$ cat src/rtl/pc_gen.sv
// Fetch-stage program-counter generator.
// Picks the next fetch PC from trap, redirect, RAS return, predicted jump or sequential
// sources, and issues requests to instruction memory over a valid/ready handshake.
// A small circular return-address stack supplies predicted return targets.
module pc_gen #(
    parameter int unsigned           XLEN         = 32,
    parameter logic [XLEN-1:0]       RESET_VECTOR = '0,
    parameter int unsigned           INST_BYTES   = 4,
    parameter int unsigned           RAS_DEPTH    = 4
) (
    input  logic            clk,
    input  logic            rst,
    input  logic            stall,
    input  logic            trap_en,
    input  logic [XLEN-1:0] trap_vec,
    input  logic            redirect_en,
    input  logic [XLEN-1:0] redirect_pc,
    input  logic            pred_taken,
    input  logic [XLEN-1:0] pred_target,
    input  logic            ras_push,
    input  logic            ras_pop,
    input  logic            fetch_ready,
    output logic            fetch_valid,
    output logic [XLEN-1:0] pc,
    output logic            misalign_err,
    output logic            ras_empty
);

    localparam int unsigned AB = $clog2(INST_BYTES);
    localparam int unsigned PW = $clog2(RAS_DEPTH);
    localparam int unsigned CW = PW + 1;

    localparam logic [XLEN-1:0] ALIGN_MASK = ~XLEN'(INST_BYTES - 1);
    localparam logic [XLEN-1:0] INC        = XLEN'(INST_BYTES);
    localparam logic [CW-1:0]   RAS_FULL   = CW'(RAS_DEPTH);

    logic [XLEN-1:0] pc_q, pc_d;
    logic            valid_q;
    logic            misalign_q, misalign_d;

    logic [XLEN-1:0] ras_mem [RAS_DEPTH];
    logic [PW-1:0]   top_q, top_d;
    logic [CW-1:0]   count_q, count_d;

    logic            fire;
    logic [XLEN-1:0] seq_pc;
    logic            ras_nonempty;
    logic            ras_upd;
    logic            do_push;
    logic            do_pop;
    logic [PW-1:0]   wr_idx;

    assign fire         = valid_q & fetch_ready & ~stall;
    assign seq_pc       = pc_q + INC;
    assign ras_nonempty = (count_q != '0);

    // The RAS only follows the predicted path when no trap or redirect overrides it.
    assign ras_upd = fire & ~trap_en & ~redirect_en;
    assign do_push = ras_upd & ras_push;
    assign do_pop  = ras_upd & ras_pop & ras_nonempty;
    // Push+pop replaces the top entry in place; a plain push writes one slot above it.
    assign wr_idx  = do_pop ? top_q : top_q + PW'(1);

    // Next-PC selection in fixed priority; misaligned trap/redirect targets are truncated.
    always_comb begin
        pc_d       = pc_q;
        misalign_d = 1'b0;
        if (trap_en) begin
            pc_d       = trap_vec & ALIGN_MASK;
            misalign_d = |trap_vec[AB-1:0];
        end else if (redirect_en) begin
            pc_d       = redirect_pc & ALIGN_MASK;
            misalign_d = |redirect_pc[AB-1:0];
        end else if (fire && ras_pop && ras_nonempty) begin
            pc_d = ras_mem[top_q];
        end else if (fire && pred_taken) begin
            pc_d = pred_target;
        end else if (fire) begin
            pc_d = seq_pc;
        end
    end

    // RAS pointer and occupancy update; count saturates and the oldest entry is overwritten.
    always_comb begin
        top_d   = top_q;
        count_d = count_q;
        if (do_push && !do_pop) begin
            top_d   = top_q + PW'(1);
            count_d = (count_q == RAS_FULL) ? count_q : count_q + CW'(1);
        end else if (do_pop && !do_push) begin
            top_d   = top_q - PW'(1);
            count_d = count_q - CW'(1);
        end
    end

    // PC, request-valid, error pulse and RAS bookkeeping registers.
    always_ff @(posedge clk or posedge rst) begin
        if (rst) begin
            pc_q       <= RESET_VECTOR;
            valid_q    <= 1'b0;
            misalign_q <= 1'b0;
            top_q      <= '0;
            count_q    <= '0;
        end else begin
            pc_q       <= pc_d;
            valid_q    <= 1'b1;
            misalign_q <= misalign_d;
            top_q      <= top_d;
            count_q    <= count_d;
        end
    end

    // RAS storage: return address of the call at the current PC.
    always_ff @(posedge clk) begin
        if (do_push) begin
            ras_mem[wr_idx] <= seq_pc;
        end
    end

    assign pc           = pc_q;
    assign fetch_valid  = valid_q;
    assign misalign_err = misalign_q;
    assign ras_empty    = ~ras_nonempty;

endmodule
$ cat config.mk
export PLATFORM = sky130hd
export DESIGN_NAME = pc_gen
export DESIGN_NICKNAME = d
export VERILOG_FILES = /design/src/rtl/pc_gen.sv
export SDC_FILE = /design/constraint.sdc
export NUM_CORES = 1
export LEC_CHECK = 0
export CAP_MARGIN = 20
export CORE_ASPECT_RATIO = 0.7
export CORE_MARGIN = 4
export CORE_UTILIZATION = 45
export DETAILED_ROUTE_END_ITERATION = 10
export PLACE_DENSITY = 0.66
export SETUP_SLACK_MARGIN = 0.5
export SYNTH_ARGS = -nofsm -noshare
export SYNTH_HDL_FRONTEND = slang
export SYNTH_SLANG_ARGS = --single-unit
$ cat constraint.sdc
create_clock -name clk -period 4.03 [get_ports clk]
set_input_delay 0.403 -clock clk [delete_from_list [all_inputs] [get_ports clk]]
set_output_delay 0.403 -clock clk [all_outputs]
set_load 0.01 [all_outputs]
# Word level (Yosys, flattened, before mapping)
# Memories as Yosys holds them, arrays and structs flattened.
# Cells that the tools add are included.
# word_totals
inputBits	105
mem_bits_rw	128
out_inout_bits	35
memories	1
register_bits	39
# op_classes
n_bitwise	11
muxes	15
n_eq_ne	2
reduce_logical	13
n_addsub	5
# memory_table
name	words	width	rd	rd_ports_with_merged_regs	write_ports	line_no	text
ras_mem	4	32	1	0	1	41	logic [XLEN-1:0] ras_mem [RAS_DEPTH];
# op_table
cell	n
$mux 32	5
$add 32x3->32 const B	1
$mux 3	3
$and 1x1->1	7
$mux 2	3
$logic_and 1x1->1	5
$reduce_bool 5->1	1
$mux 1	4
$not 1->1	4
$reduce_or 2->1	2
$add 3x1->3 const B	1
$eq 3x3->1 const B	1
$reduce_bool 3->1	1
$sub 3x1->3 const B	1
$add 2x1->2 const B	1
$logic_not 1->1	2
$ne 2x2->1 const B	1
$reduce_and 2->1	1
$reduce_bool 2->1	1
$sub 2x1->2 const B	1

# Longest topological paths before layout
# depth
word_depth	10
depth_mapped	13
ltp_nobuf	10

# Worst setup path before layout
# No wires, ideal clock.
# synth_path
path_type	reg2reg
from	reg count_q[0]
to	mem ras_mem[2][0], enable pin
slack_ns	0.394
period_less_slack_ns	3.636
arrival_time_ns	3.204
setup_time_ns	0.432
path_stages_with_launch	9
path_buffers	1
cell_sequence	dfrtp_1 > clkbuf_1 > o31ai_2 > nor2_1 > nand2_1 > inv_2 > nor2_1 > nand2_1 > a21oi_1
# synth_between
elab_chain_len	3
# synth_lines
item	line_no	text
start: declaration	43	logic [CW-1:0] count_q, count_d;
start signal: assignment	109	count_q <= count_d;
$reduce_bool 3->1	55	assign ras_nonempty = (count_q != '0);
$and 1x1->1	60	assign do_pop = ras_upd & ras_pop & ras_nonempty;
$mux 2	62	assign wr_idx = do_pop ? top_q : top_q + PW'(1);
end: declaration	41	
# No other way between the ends.

# Worst setup path in the final report
# layout_path
from	in redirect_en
to	reg count_q[1]
# layout_between
word_cells_on_any_way	13
cone_classes	eq/ne: 1; mux: 1; bitwise: 5; reduce/logical: 6
# layout_rtl
item	line_no	text
start: declaration	16	input logic redirect_en,
$not 1->1 (*)	58	assign ras_upd = fire & ~trap_en & ~redirect_en;
$and 1x1->1 (*)	58	
$and 1x1->1 (2 in a row)	60	
$logic_not 1->1	87	if (do_push && !do_pop) begin
$logic_and 1x1->1 (*)	87	
$mux 3 (*)	87	
named net count_d[1]	43	
# Mark *: on every way through the listed nets, which the timed path passes. The rest lies on a longest branch.
# A chain may end at the register's enable or synchronous reset.

==> reports/metrics.cfg <==
[status]
status = finished, final reports clean

[grt]
antenna_found_initial = 0
grt.overflow.total = 0
grt_max_degree = 55
grt_pass1_wl_um = 40500
grt_usage = 0.264
first_global_vias = 6850

[timing]
worstMarginPinSlew_ns = 0.995
finalSetupTns_ns = 0
finalCritPeriodShare = 0.692
finClkSkew_ns = 0.00949
min_period_ns = 2.79
clock.fmax_mhz = 359
hold_violations = 0
rsz0062_at_grt = no
drv_slew = 0
setup_viol = 0
relSlewSlack = 0.333

[placement]
dp_hpwl_um = 18200
finalWeightedCongestion = 0.852
placed_cells = 1028
portBuffers = 139

[pwr]
vdd.ir_drop.worst_mv = 0.261
p_leak_nw = 3.70
powerDensity_nw_per_um2 = 474

[worst_setup_path]
crit_type = in2reg
worstPathRequired_ns = 4.35
cp_num_buf_inv = 2
cp_max_fo = 9
critical-path-top-delay-family = simple AND/OR/NAND/NOR gates
end_kind = flop
cp-start-kind = primary input
crit_top_cell = ha_1
cp.arrival_ns = 3.11
path_cells = clkdlybuf4s50_1 > or2_2 > nor2_1 > nand2_1 > inv_1 > ha_1 > xnor2_1 > ha_1 > o22a_1
slowest_stage = or2_2
cpPeakStageDelay_ns = 0.46

[clocking]
post_cts_buffers = 0
cts_resized = 0
htreeDepth = 4
numCtsBuffers = 17
clk_path_buf_depth = 2
tritoncts = built
clkLatencyLatePin_ns = 0.44
cts.sinks = 167
hold_buffers = 0
path_clk_slew_ns = 0.06
clockRootBuffer = clkbuf_16

[synth]
ys_seq_area_frac = 0.579
yosysTopAreaCellShare = 0.462
postSynth.asyncResetShare = 0.234
ys_seq_elements = 167
syn_area_per_cell_sq_um = 12.3
syn_nets = 784
synth_most_common_cell = edfxtp_1
synth_cell_types = 67
ys.flop_type = edfxtp_1
synthTopCellsByArea = edfxtp_1 (46%), dfrtp_1 (12%), mux4_2 (8.7%)
syn_area_sq_um = 8320
synth_edf_count = 128
synthTopCellsByCount = edfxtp_1 (128), nand2_1 (63), a21oi_1 (44)
synth_top_area_cell = edfxtp_1
yosys_warnings = 0
postSynthCellCount = 674

[layout]
syn2layout_area_growth_pct = 28.0
final_nets = 921
final_cells = 1060
drive_above_1_share = 0.123
n_antenna_cell = 0

[route]
vias = 6741
viasPerCell = 6.36
drtPass1Iterations = 5
drt_iter0_markers = 782
wl_um = 27100
drt-wirelength-per-cell_um = 25.5
drc = 0
ant_nets = 0

[floorplan]
die_w_um = 171
die_area_sq_um = 20800
die_y_um = 122
rows = 41
initial_core_util = 0.460
io_pins = 140
fp.coreArea_sq_um = 18100

[hold_path]
hp-class = in2async

[run]
maxCapViolCount = 0

==> cell type report <==
| class | count | area (sq um) |
|---|---|---|
| timing repair buffer | 165 | 1610 |
| clock buffer | 19 | 433 |
| fill | 1455 | 7460 |
| sequential | 167 | 4820 |
| multi-input combinational | 447 | 3270 |
| inverter | 13 | 48.8 |
| clock inverter | 13 | 180 |
| tap | 236 | 295 |
==> state kept, by name, indices dropped and copies added, names as in the netlist <==
signal / flops
ras_mem: 128
pc: 32
count_q: 3
top_q: 2
fetch_valid: 1
misalign_err: 1
==> metal layers <==
metal	wire, um	GRT usage	share of wire
met1	11100	0.371	0.41
met2	12100	0.391	0.45
met3	3460	0.0908	0.13
met4	448	0.0803	0.017
met5	0	0	0
==> worst paths after layout <==
kind	startpoint	endpoint	slack (ns)	cells after the start
setup / recovery	redirect_en	count_q[1]	1.24	9
hold / removal	rst	count_q[2]	0.45	3
setup reg to reg	count_q[1]	pc[15]	1.34	5
hold reg to reg	pc[0]	ras_mem[2][0]	0.58	0
max in group asynchronous	rst	top_q[0]	3.13	3
min in group clk	pc[0]	ras_mem[2][0]	0.58	0
==> power breakdown <==
group / total [mW] / switching, mW / leakage (nW) / internal (mW)
clock network: 1.71 / 0.679 / 0.295 / 1.03
registers: 2.21 / 0.242 / 1.63 / 1.97
logic: 1.13 / 0.521 / 1.77 / 0.605
total: 5.05 / 1.44 / 3.70 / 3.61
==> cell families after synthesis <==
family | share of synthesized area
mux | 0.0866
other cells | 0.000451
buf+inv | 0.0298
compound gates | 0.147
flops | 0.579
simple gates | 0.121
fa+ha+maj | 0.00752
xor+xnor | 0.0295
==> through the flow <==
step                hold WS, ns  utilization  setup slack [ns]  instance area, sq um  power [mW]
finish                    0.449        0.588              1.24                 10700        5.05
global route              0.492        0.588              1.10                 10700        5.23
CTS                       0.457        0.588              1.32                 10700        5.05
detailed placement        0.567        0.554             0.877                 10000        3.35
global placement          0.568        0.554              1.02                 10000        3.33
floorplan                 0.497            -             0.559                  8330        2.89
==> worst register-to-register path, cell delays in order, from the launching register on <==
cell and delay [ns]:
dfrtp_1 0.50, o31a_1 0.59, nand2_1 0.77, o221ai_1 0.43, a31oi_1 0.08, o22a_1 0.22
==> cells in the final DEF, fill, tap and decap left out, drive strengths merged, types with 9 or more instances in the layout <==
cell	instances
a21oi	44
mux4	32
inv	12
clkbuf	19
a31oi	17
nor3	16
nand3	17
xor2	10
edfxtp	128
clkdlybuf4s50	138
nor2	42
o211ai	13
buf	27
dfrtp	39
nand4	12
xnor2	18
nand2	63
o21ai	43
o221ai	9
Power figures use the tool's default switching activity.
